===== config.mk =====
export PLATFORM = sky130hd
export DESIGN_NAME = br_arbitro_flat
export DESIGN_NICKNAME = d
export VERILOG_FILES = /design/src/rtl/br_arbitro_pkg.sv /design/src/rtl/br_arbitro_if.sv /design/src/rtl/br_rr2.sv /design/src/rtl/br_arbitro.sv /design/src/flat_wrapper.sv
export SDC_FILE = /design/constraint.sdc
export NUM_CORES = 1
export LEC_CHECK = 0
export ABC_CLOCK_PERIOD_IN_PS = 2450
export CORE_ASPECT_RATIO = 0.6
export CORE_UTILIZATION = 45
export CTS_CLUSTER_DIAMETER = 120
export DETAILED_ROUTE_END_ITERATION = 8
export GPL_ROUTABILITY_DRIVEN = 0
export PLACE_DENSITY = 0.85
export SLEW_MARGIN = 5
export SYNTH_ARGS = -nofsm -noshare
export SYNTH_HDL_FRONTEND = slang
export SYNTH_SLANG_ARGS = --single-unit

===== constraint.sdc =====
create_clock -name clk -period 2.45 [get_ports clk]
set_clock_uncertainty 0.1 [all_clocks]
set_input_delay 0.49 -clock clk [delete_from_list [all_inputs] [get_ports clk]]
set_output_delay 0.49 -clock clk [all_outputs]
set_load 0.05 [all_outputs]

===== src/rtl/br_arbitro_pkg.sv =====
// br_arbitro_pkg: shared FSM encoding, requester ids and default widths
package br_arbitro_pkg;
  localparam int DEF_DATA_W = 8;
  localparam int DEF_ADDR_W = 2;
  localparam logic REQ_A = 1'b0;
  localparam logic REQ_B = 1'b1;
  typedef enum logic [1:0] {
    IDLE    = 2'd0,
    ACCESS  = 2'd1,
    WAIT_RD = 2'd2,
    RESP    = 2'd3
  } state_t;
endpackage


===== src/rtl/br_arbitro_if.sv =====
// br_arbitro_if: requester handshakes plus the register bank port
interface br_arbitro_if import br_arbitro_pkg::*; #(
  parameter int DATA_W = DEF_DATA_W,
  parameter int ADDR_W = DEF_ADDR_W
);
  logic              req_a, we_a, gnt_a, rvalid_a;
  logic [ADDR_W-1:0] dir_a;
  logic [DATA_W-1:0] dato_a, rdata_a;
  logic              req_b, we_b, gnt_b, rvalid_b;
  logic [ADDR_W-1:0] dir_b;
  logic [DATA_W-1:0] dato_b, rdata_b;
  logic              bank_en, bank_we, busy;
  logic [ADDR_W-1:0] bank_dir;
  logic [DATA_W-1:0] bank_dato_e, bank_dato_s;
  modport master (
    output req_a, we_a, dir_a, dato_a, req_b, we_b, dir_b, dato_b, bank_dato_s,
    input  gnt_a, rvalid_a, rdata_a, gnt_b, rvalid_b, rdata_b,
    input  bank_en, bank_we, bank_dir, bank_dato_e, busy
  );
  modport slave (
    input  req_a, we_a, dir_a, dato_a, req_b, we_b, dir_b, dato_b, bank_dato_s,
    output gnt_a, rvalid_a, rdata_a, gnt_b, rvalid_b, rdata_b,
    output bank_en, bank_we, bank_dir, bank_dato_e, busy
  );
endinterface


===== src/rtl/br_rr2.sv =====
// br_rr2: two-way round-robin picker favouring the requester not served last
module br_rr2 import br_arbitro_pkg::*; (
  input  logic req_a,
  input  logic req_b,
  input  logic last_srv,
  output logic winner,
  output logic any
);
  assign any = req_a | req_b;
  assign winner = (req_a & req_b) ? ~last_srv : (req_b ? REQ_B : REQ_A);
endmodule


===== src/rtl/br_arbitro.sv =====
// br_arbitro: round-robin sequencer sharing one single-port register bank between two requesters
module br_arbitro import br_arbitro_pkg::*; #(
  parameter int DATA_W = DEF_DATA_W,
  parameter int ADDR_W = DEF_ADDR_W
) (
  input logic        clk,
  input logic        rst_n,
  br_arbitro_if.slave bus
);
  state_t            state, nxt;
  logic              win, nxt_win, last_srv, nxt_last, winner, any;
  logic              gnt_a, gnt_b, rvalid_a, rvalid_b, bank_en, bank_we, busy;
  logic              nxt_gnt_a, nxt_gnt_b, nxt_rvalid_a, nxt_rvalid_b, nxt_en, nxt_we;
  logic [ADDR_W-1:0] bank_dir, nxt_dir;
  logic [DATA_W-1:0] bank_dato_e, nxt_dato, rdata_a, rdata_b, nxt_rdata_a, nxt_rdata_b;
  br_rr2 u_rr2 (
    .req_a    (bus.req_a),
    .req_b    (bus.req_b),
    .last_srv (last_srv),
    .winner   (winner),
    .any      (any)
  );
  // next state and next registered outputs; bank_dir/bank_dato_e double as the latched operands
  always_comb begin
    nxt          = state;
    nxt_win      = win;
    nxt_last     = last_srv;
    nxt_gnt_a    = 1'b0;
    nxt_gnt_b    = 1'b0;
    nxt_rvalid_a = 1'b0;
    nxt_rvalid_b = 1'b0;
    nxt_en       = 1'b0;
    nxt_we       = 1'b0;
    nxt_dir      = bank_dir;
    nxt_dato     = bank_dato_e;
    nxt_rdata_a  = rdata_a;
    nxt_rdata_b  = rdata_b;
    case (state)
      IDLE: if (any) begin
        nxt       = ACCESS;
        nxt_win   = winner;
        nxt_last  = winner;
        nxt_en    = 1'b1;
        nxt_we    = (winner == REQ_B) ? bus.we_b : bus.we_a;
        nxt_dir   = (winner == REQ_B) ? bus.dir_b : bus.dir_a;
        nxt_dato  = (winner == REQ_B) ? bus.dato_b : bus.dato_a;
        nxt_gnt_a = (winner == REQ_A);
        nxt_gnt_b = (winner == REQ_B);
      end
      ACCESS:  nxt = bank_we ? IDLE : WAIT_RD;
      WAIT_RD: begin
        nxt          = RESP;
        nxt_rvalid_a = (win == REQ_A);
        nxt_rvalid_b = (win == REQ_B);
        nxt_rdata_a  = (win == REQ_A) ? bus.bank_dato_s : rdata_a;
        nxt_rdata_b  = (win == REQ_B) ? bus.bank_dato_s : rdata_b;
      end
      default: nxt = IDLE;
    endcase
  end
  // state and output registers; reset favours A for the first contested grant
  always_ff @(posedge clk or negedge rst_n) begin
    if (!rst_n) begin
      state       <= IDLE;
      win         <= REQ_A;
      last_srv    <= REQ_B;
      gnt_a       <= 1'b0;
      gnt_b       <= 1'b0;
      rvalid_a    <= 1'b0;
      rvalid_b    <= 1'b0;
      rdata_a     <= '0;
      rdata_b     <= '0;
      bank_en     <= 1'b0;
      bank_we     <= 1'b0;
      bank_dir    <= '0;
      bank_dato_e <= '0;
      busy        <= 1'b0;
    end else begin
      state       <= nxt;
      win         <= nxt_win;
      last_srv    <= nxt_last;
      gnt_a       <= nxt_gnt_a;
      gnt_b       <= nxt_gnt_b;
      rvalid_a    <= nxt_rvalid_a;
      rvalid_b    <= nxt_rvalid_b;
      rdata_a     <= nxt_rdata_a;
      rdata_b     <= nxt_rdata_b;
      bank_en     <= nxt_en;
      bank_we     <= nxt_we;
      bank_dir    <= nxt_dir;
      bank_dato_e <= nxt_dato;
      busy        <= (nxt != IDLE);
    end
  end
  assign bus.gnt_a       = gnt_a;
  assign bus.gnt_b       = gnt_b;
  assign bus.rvalid_a    = rvalid_a;
  assign bus.rvalid_b    = rvalid_b;
  assign bus.rdata_a     = rdata_a;
  assign bus.rdata_b     = rdata_b;
  assign bus.bank_en     = bank_en;
  assign bus.bank_we     = bank_we;
  assign bus.bank_dir    = bank_dir;
  assign bus.bank_dato_e = bank_dato_e;
  assign bus.busy        = busy;
endmodule


===== src/flat_wrapper.sv =====
// flat-port wrapper written by rule: the top's interface ports become plain ports
module br_arbitro_flat import br_arbitro_pkg::*;
#(
  parameter int DATA_W = DEF_DATA_W,
  parameter int ADDR_W = DEF_ADDR_W
)
  (clk, rst_n, bus_req_a, bus_we_a, bus_dir_a, bus_dato_a, bus_req_b, bus_we_b, bus_dir_b, bus_dato_b, bus_bank_dato_s, bus_gnt_a, bus_rvalid_a, bus_rdata_a, bus_gnt_b, bus_rvalid_b, bus_rdata_b, bus_bank_en, bus_bank_we, bus_bank_dir, bus_bank_dato_e, bus_busy);
  br_arbitro_if #(.DATA_W(DATA_W), .ADDR_W(ADDR_W)) bus_i ();
  input logic clk;
  input logic rst_n;
  input wire logic [$bits(bus_i.req_a)-1:0] bus_req_a;
  input wire logic [$bits(bus_i.we_a)-1:0] bus_we_a;
  input wire logic [$bits(bus_i.dir_a)-1:0] bus_dir_a;
  input wire logic [$bits(bus_i.dato_a)-1:0] bus_dato_a;
  input wire logic [$bits(bus_i.req_b)-1:0] bus_req_b;
  input wire logic [$bits(bus_i.we_b)-1:0] bus_we_b;
  input wire logic [$bits(bus_i.dir_b)-1:0] bus_dir_b;
  input wire logic [$bits(bus_i.dato_b)-1:0] bus_dato_b;
  input wire logic [$bits(bus_i.bank_dato_s)-1:0] bus_bank_dato_s;
  output wire logic [$bits(bus_i.gnt_a)-1:0] bus_gnt_a;
  output wire logic [$bits(bus_i.rvalid_a)-1:0] bus_rvalid_a;
  output wire logic [$bits(bus_i.rdata_a)-1:0] bus_rdata_a;
  output wire logic [$bits(bus_i.gnt_b)-1:0] bus_gnt_b;
  output wire logic [$bits(bus_i.rvalid_b)-1:0] bus_rvalid_b;
  output wire logic [$bits(bus_i.rdata_b)-1:0] bus_rdata_b;
  output wire logic [$bits(bus_i.bank_en)-1:0] bus_bank_en;
  output wire logic [$bits(bus_i.bank_we)-1:0] bus_bank_we;
  output wire logic [$bits(bus_i.bank_dir)-1:0] bus_bank_dir;
  output wire logic [$bits(bus_i.bank_dato_e)-1:0] bus_bank_dato_e;
  output wire logic [$bits(bus_i.busy)-1:0] bus_busy;
  assign bus_i.req_a = bus_req_a;
  assign bus_i.we_a = bus_we_a;
  assign bus_i.dir_a = bus_dir_a;
  assign bus_i.dato_a = bus_dato_a;
  assign bus_i.req_b = bus_req_b;
  assign bus_i.we_b = bus_we_b;
  assign bus_i.dir_b = bus_dir_b;
  assign bus_i.dato_b = bus_dato_b;
  assign bus_i.bank_dato_s = bus_bank_dato_s;
  assign bus_gnt_a = bus_i.gnt_a;
  assign bus_rvalid_a = bus_i.rvalid_a;
  assign bus_rdata_a = bus_i.rdata_a;
  assign bus_gnt_b = bus_i.gnt_b;
  assign bus_rvalid_b = bus_i.rvalid_b;
  assign bus_rdata_b = bus_i.rdata_b;
  assign bus_bank_en = bus_i.bank_en;
  assign bus_bank_we = bus_i.bank_we;
  assign bus_bank_dir = bus_i.bank_dir;
  assign bus_bank_dato_e = bus_i.bank_dato_e;
  assign bus_busy = bus_i.busy;
  br_arbitro #(.DATA_W(DATA_W), .ADDR_W(ADDR_W)) u_core (.clk(clk), .rst_n(rst_n), .bus(bus_i));
endmodule

==> run_results.csv, run 1 <==
group,metric,value,unit
placement,dpl_cell_area,2230,um2
routing,wl_per_cell,15.8,um
clock_tree,cts_setup_buffers,0,
critical_path,cp_cell_sequence,"clkdlybuf4s50_1",
clock_tree,htreeDepth,2,
layout,nNetsFinal,200,
die,ioPinCount,67,
routing,firstDrtPassIters,6,
logic_synthesis,synth_mux_area_frac,0.302,
logic_synthesis,synth_area_leaders,"dfrtp_1, mux2_4, mux2_2, dfstp_2, nand2b_1",
critical_path,critPathTopFamily,"buffers and inverters",
power_and_ir_drop,p_comb_frac,0.592,
routing,routed_via_density,4.83,
clock_tree,cts-root-buf,"clkbuf_8",
logic_synthesis,yosysMostFrequentCell,"dfrtp_1",
critical_path,arrival,1470,ps
placement,io_buffers,66,
sta,fmax,0.486,GHz
power_and_ir_drop,swShare,0.456,
clock_tree,cts.sinks,37,
routing,wirelength,3.33,mm
global_route,grt_max_degree,38,
sta,rsz0062_at_grt,"false",
layout,syn_to_final_growth,50.7,%
critical_path,start_kind,"flop",
logic_synthesis,ys_ff_latch,37,
routing,postRouteAntennaNets,0,
layout,multiInputGateArea,586,um2
clock_tree,cts_resized,0,
logic_synthesis,yosysWarnings,0,
logic_synthesis,async_flop_share,1.00,
sta,finalHoldViolCount,0,
critical_path,critPathMaxFanout,2,
routing,first_iter_violations,37,
sta,setup_viol,0,
power_and_ir_drop,cellLeakagePower,1.02,nW
die,fp.dieH,47.3,um
routing,num_vias,1019,
logic_synthesis,synthAdderAreaFrac,0,
critical_path,slowest_delay,820,ps
sta,period_needed,2060,ps
layout,seqCellArea,927,um2
die,die_w,77.5,um
layout,fillers,226,
critical_path,cp_slowest_cell,"clkdlybuf4s50_1",
global_route,grt_use_total,0.189,
job,max_cap_violations,0,
sta,relSlewSlack,0.467,
logic_synthesis,ys_seq_area_frac,0.602,
sta,tightestPinTransition,799,ps
critical_path,critPathBufInv,1,
critical_path,regToRegSetupSlack,520,ps
sta,drv_slew,0,
logic_synthesis,synth_compound_gate_area_share,0.0423,
clock_tree,tritoncts,"yes",
power_and_ir_drop,power.density,1590,nW/um2
logic_synthesis,ys_top_cells_by_count,"dfrtp_1, mux2_2, mux2_4",
logic_synthesis,synthCells,95,
logic_synthesis,yosysTopAreaCellShare,0.585,
status,outcome,"completed",
critical_path,r2r_end,"u_core.bus.bank_dir[1]",
layout,final_cell_area,2320,um2
power_and_ir_drop,ir_drop,0.902,mV
logic_synthesis,synth_area,1540,um2
critical_path,reg2reg_from,"u_core.state[1]",
critical_path,end_kind,"output port",
global_route,grt-ovfl-total,0,
clock_tree,worstSkewPairLatency,280,ps
global_route,grt_first_pass_wirelength,4.93,mm
routing,drc,0,
die,core_area,3260,um2
logic_synthesis,syn_area_per_cell,16.2,um2
sta,setup_tns,0,ps
critical_path,crit_cells,1,
critical_path,crit_start,"u_core.bus.bank_dato_e[0]",
global_route,grt_pass1_vias,1026,
logic_synthesis,dominantRegCellSynth,"dfrtp_1",
min_path,hold_path.class,"in2async",
die,num_rows,16,
clock_tree,cts_hold_buf,0,
clock_tree,clkTransAtPathRegs,70,ps
clock_tree,clockBufferDepth,2,
layout,post_route_cells_drive_above_1_share,0.289,
power_and_ir_drop,p_seq_frac,0.295,
power_and_ir_drop,clkPwrFrac,0.113,
power_and_ir_drop,cellInternalPower,2.00,mW
layout,num_antenna_cells,0,
logic_synthesis,synth_top_family_by_area,"multiplexers",
power_and_ir_drop,power_switching,1.68,mW
logic_synthesis,synth_xor_area_frac,0,
logic_synthesis,yosysTopAreaCell,"dfrtp_1",
clock_tree,cts_buffers,5,
logic_synthesis,syn_nets,129,
global_route,antenna_found_initial,0,
critical_path,path_class,"reg2out",
critical_path,reg2reg_depth,4,
sta,post-route-period-util,0.840,
die,dieArea,3670,um2
logic_synthesis,synth_cell_types,22,
critical_path,crit_required,1860,ps
die,initial_core_util,0.472,
logic_synthesis,synth-edff-count,0,
placement,dp_hpwl,2.45,mm
logic_synthesis,synth-simple-area-share,0.0358,
sta,fin_hold_ws,194,ps
critical_path,cp-endpoint,"bus_bank_dato_e[0]",
flip-flops by register name, indices dropped and copies added (netlist names):
| name | flops |
|---|---|
| u_core.bus.rvalid_a | 1 |
| u_core.bus.bank_dir | 2 |
| u_core.bus.bank_dato_e | 8 |
| u_core.bus.bank_en | 1 |
| u_core.last_srv | 1 |
| u_core.bus.busy | 1 |
| u_core.bus.rdata_b | 8 |
| u_core.bus.rvalid_b | 1 |
| u_core.bus.rdata_a | 8 |
| u_core.bus.bank_we | 1 |
| u_core.state | 2 |
| u_core.win | 1 |
| u_core.bus.gnt_b | 1 |
| u_core.bus.gnt_a | 1 |
placed cells by master, fill, tap and decap left out, drive strengths merged:
cell type,netlist,routed
nor2,3,3
a31o,1,1
clkdlybuf4s50,0,65
nand2,1,1
a21o,1,1
dfrtp,36,36
a21oi,1,1
a31oi,1,1
nand3b,1,1
buf,2,1
clkbuf,0,7
a21boi,1,1
a21bo,1,1
nand2b,3,3
nor3,1,1
o21ai,2,2
dfstp,1,1
mux2,36,36
and3,1,1
inv,2,2
cell families (layout without fill, tap and decap cells):
family | after synthesis | after routing
AND/OR/NAND/NOR | 10 | 10
flip-flops | 37 | 37
AO/OA/AOI/OAI | 8 | 8
buffers and inverters | 4 | 75
multiplexers | 36 | 36
power by group through the flow:
stage               Combinational (mW)  Clock (mW)  Sequential [mW]
global placement                  2.14           0             1.08
floorplan                        0.560           0             2.01
global route                      2.27       0.456             1.12
finish                            2.18       0.418             1.09
detailed placement                2.19           0             1.10
CTS                               2.20       0.428             1.09
cell type report:
class | count | area share
sequential | 37 | 0.400
timing repair buffer | 66 | 0.283
inverter | 2 | 0.00324
clock buffer | 7 | 0.0372
tap | 45 | 0.0243
multi-input combinational | 54 | 0.253
through the flow:
step                power (mW)  setup slack [ps]   util  instances
global route              3.85               356  0.711        211
CTS                       3.71               385  0.711        211
floorplan                 2.57               845      -         95
detailed placement        3.29               213  0.684        204
global placement          3.22               278  0.684        204
finish                    3.69               392  0.711        211
how the worst min path moves through the flow:
stage	startpoint	to	depth (start not counted)
final	rst_n	u_core.bus.rvalid_b	1
after global routing	rst_n	u_core.bus.rvalid_b	1
after CTS	rst_n	u_core.bus.rdata_b[3]	1
after detailed placement	u_core.bus.rdata_b[7]	u_core.bus.rdata_b[7]	1
after global placement	u_core.bus.bank_we	u_core.state[1]	1
after floorplan	rst_n	u_core.bus.bank_dato_e[0]	0
routing by layer:
metal	routed length, um	vias to the layer above	GRT usage
met3	212	2	0.0660
met4	17	0	0.0792
met5	0	-	0
met2	1640	37	0.308
li1	-	479	-
met1	1460	501	0.239
Power figures use the tool's default switching activity.
==> inputs of run 2 (changes only) <==
--- a/config.mk
+++ b/config.mk
@@ -5,13 +5,13 @@
 export SDC_FILE = /design/constraint.sdc
 export NUM_CORES = 1
 export LEC_CHECK = 0
-export ABC_CLOCK_PERIOD_IN_PS = 2450
+export ABC_CLOCK_PERIOD_IN_PS = 1700
 export CORE_ASPECT_RATIO = 0.6
-export CORE_UTILIZATION = 45
+export CORE_UTILIZATION = 37
 export CTS_CLUSTER_DIAMETER = 120
 export DETAILED_ROUTE_END_ITERATION = 8
 export GPL_ROUTABILITY_DRIVEN = 0
-export PLACE_DENSITY = 0.85
+export PLACE_DENSITY = 0.75
 export SLEW_MARGIN = 5
 export SYNTH_ARGS = -nofsm -noshare
 export SYNTH_HDL_FRONTEND = slang
==> constraint.sdc (replaced) <==
create_clock -name clk -period 1.7 [get_ports clk]
set_clock_uncertainty 0.1 [all_clocks]
set_input_delay 0.34 -clock clk [delete_from_list [all_inputs] [get_ports clk]]
set_output_delay 0.34 -clock clk [all_outputs]
set_load 0.05 [all_outputs]
==> run 2 against run 1 <==
Effect of this change:
- the run now ends with setup timing left
- clock-buffer cell count decreased by 1
- total power increased by 46%
- hold slack improved by 210 ps
- register-to-register slack got worse by 450 ps
- global-route usage decreased by 2.0 points
- core utilization decreased by 9.2 points
- via count increased by 7.1%
- cell area increased by 2.2%
- critical path depth increased by 3
- combinational power increased by 47%
- critical path type is now in2reg
- largest cell class unchanged
- largest power group unchanged
==> run_results.csv, run 2 (synthesized netlist as in run 1, its figures left out) <==
group,metric,value,unit
status,outcome,"finished with violations",
status,violations,"setup timing",
clock_tree,clkTransAtPathRegs,70,ps
critical_path,critPathMaxFanout,5,
global_route,grt_max_degree,21,
power_and_ir_drop,power.density,2270,nW/um2
clock_tree,cts_buffers,5,
routing,postRouteAntennaNets,0,
power_and_ir_drop,cellLeakagePower,1.13,nW
critical_path,arrival,1770,ps
sta,setup_tns,-1.90,ps
critical_path,crit_required,1770,ps
die,initial_core_util,0.402,
sta,finalHoldViolCount,0,
routing,firstDrtPassIters,4,
placement,io_buffers,66,
routing,num_vias,1091,
die,ioPinCount,67,
power_and_ir_drop,swShare,0.464,
min_path,hold_path.class,"reg2reg",
sta,rsz0062_at_grt,"false",
global_route,grt_pass1_vias,1144,
die,num_rows,17,
sta,setup_ws,-1.90,ps
die,die_w,85.3,um
layout,mostFrequentLayoutCells,"buf_4, dfrtp_1, clkdlybuf4s50_1, mux2_2, mux2_4",
sta,tightestPinTransition,436,ps
sta,post-route-period-util,1.00,
die,dieArea,4430,um2
clock_tree,cts_setup_buffers,0,
routing,wirelength,3.64,mm
layout,layout_commonest_cell,"buf_4",
clock_tree,cts.sinks,37,
sta,drv_slew,0,
placement,dp.cells,218,
layout,fin_cells,228,
routing,wl_per_cell,16.0,um
critical_path,start_kind,"primary input",
routing,routed_via_density,4.79,
global_route,grt_first_pass_wirelength,5.55,mm
layout,syn_to_final_growth,54.0,%
global_route,antenna_found_initial,0,
clock_tree,worstSkewPairLatency,280,ps
power_and_ir_drop,cellInternalPower,2.88,mW
critical_path,path_class,"in2reg",
die,fp.dieH,52.0,um
sta,relSlewSlack,0.710,
sta,period_needed,1700,ps
routing,drc,0,
layout,num_antenna_cells,0,
global_route,grt_use_total,0.169,
power_and_ir_drop,p_seq_frac,0.296,
power_and_ir_drop,power_switching,2.49,mW
sta,setup_viol,1,
sta,fmax,0.588,GHz
die,core_area,3830,um2
layout,nNetsFinal,214,
job,max_cap_violations,0,
power_and_ir_drop,clkPwrFrac,0.107,
clock_tree,tritoncts,"yes",
routing,first_iter_violations,17,
critical_path,end_kind,"flop",
layout,top_regs,"u_core.bus.bank_dato_e: 8 flops, u_core.bus.rdata_a: 8 flops, u_core.bus.rdata_b: 8 flops",
layout,post_route_cells_drive_above_1_share,0.530,
clock_tree,htreeDepth,2,
placement,dp_hpwl,2.74,mm
power_and_ir_drop,p_comb_frac,0.597,
clock_tree,clockBufferDepth,2,
clock_tree,cts-root-buf,"clkbuf_8",
global_route,grt-ovfl-total,0,
power_and_ir_drop,ir_drop,1.27,mV
## run 2: changes by cell type in the layout (fill, tap and decap cells not counted)
cell	previous run	this run
inv_1	2	1
inv_2	0	1
dlygate4sd3_1	0	1
buf_12	0	2
clkbuf_8	6	5
buf_4	0	43
a21bo_2	0	1
clkdlybuf4s50_1	65	32
clkinv_2	0	2
## run 2: worst max-delay path, cell delays in order
cell,delay [ps]
clkdlybuf4s50_1,540
a21bo_2,320
mux2_4,310
mux2_4,260
## run 2: cell type report
type,count,area (um2)
Fill cell,292,1460
Sequential cell,37,927
Timing Repair Buffer,79,698
Multi-Input combinational cell,55,596
Clock buffer,6,72.6
Tap cell,47,58.8
Clock inverter,2,10.0
Inverter,2,7.51
## run 2: worst paths after layout
kind	startpoint	end	slack, ps	depth (start not counted)
worst max-delay path	bus_req_b	u_core.bus.bank_dir[0]	-2	4
worst min-delay path	u_core.bus.rdata_b[2]	u_core.bus.rdata_b[2]	410	1
worst max register to register	u_core.last_srv	u_core.bus.bank_dir[0]	70	3
worst min register to register	u_core.bus.rdata_b[2]	u_core.bus.rdata_b[2]	410	1
max in group asynchronous	rst_n	u_core.bus.rdata_a[3]	450	3
min in group asynchronous	rst_n	u_core.bus.gnt_a	440	2
## run 2: per-layer routing
metal | vias up | track usage | part of all wire | wire, um
li1 | 504 | - | - | -
met1 | 552 | 0.204 | 0.46 | 1680
met2 | 30 | 0.300 | 0.48 | 1760
met3 | 5 | 0.0587 | 0.049 | 177
met4 | 0 | 0.0333 | 0.0060 | 22
met5 | - | 0 | 0 | 0
## run 2: repair_timing
item                       4_1_cts  5_1_grt
hold buffers                     1        0
resized for setup                0        1
setup endpoints to repair        0        2
hold endpoints to repair        18        0
## run 2: power by group through the flow
stage,Sequential [mW],Combinational [mW],Clock (mW)
floorplan,2.89,0.807,0
global placement,1.56,3.17,0
detailed placement,1.59,3.22,0
global route,1.64,3.34,0.638
CTS,1.59,3.22,0.598
finish,1.59,3.21,0.576
## run 2: per-stage QoR
stage	power [mW]	utilization	hold WS, ps	cell area, um2	setup WS, ps
final	5.37	0.619	409	2370	-1.90
after global routing	5.62	0.619	434	2370	1.37
after CTS	5.41	0.616	410	2360	19.8
after detailed placement	4.81	0.592	209	2270	-258
after global placement	4.73	0.592	201	2270	-217
after floorplan	3.70	-	-55.6	1540	118
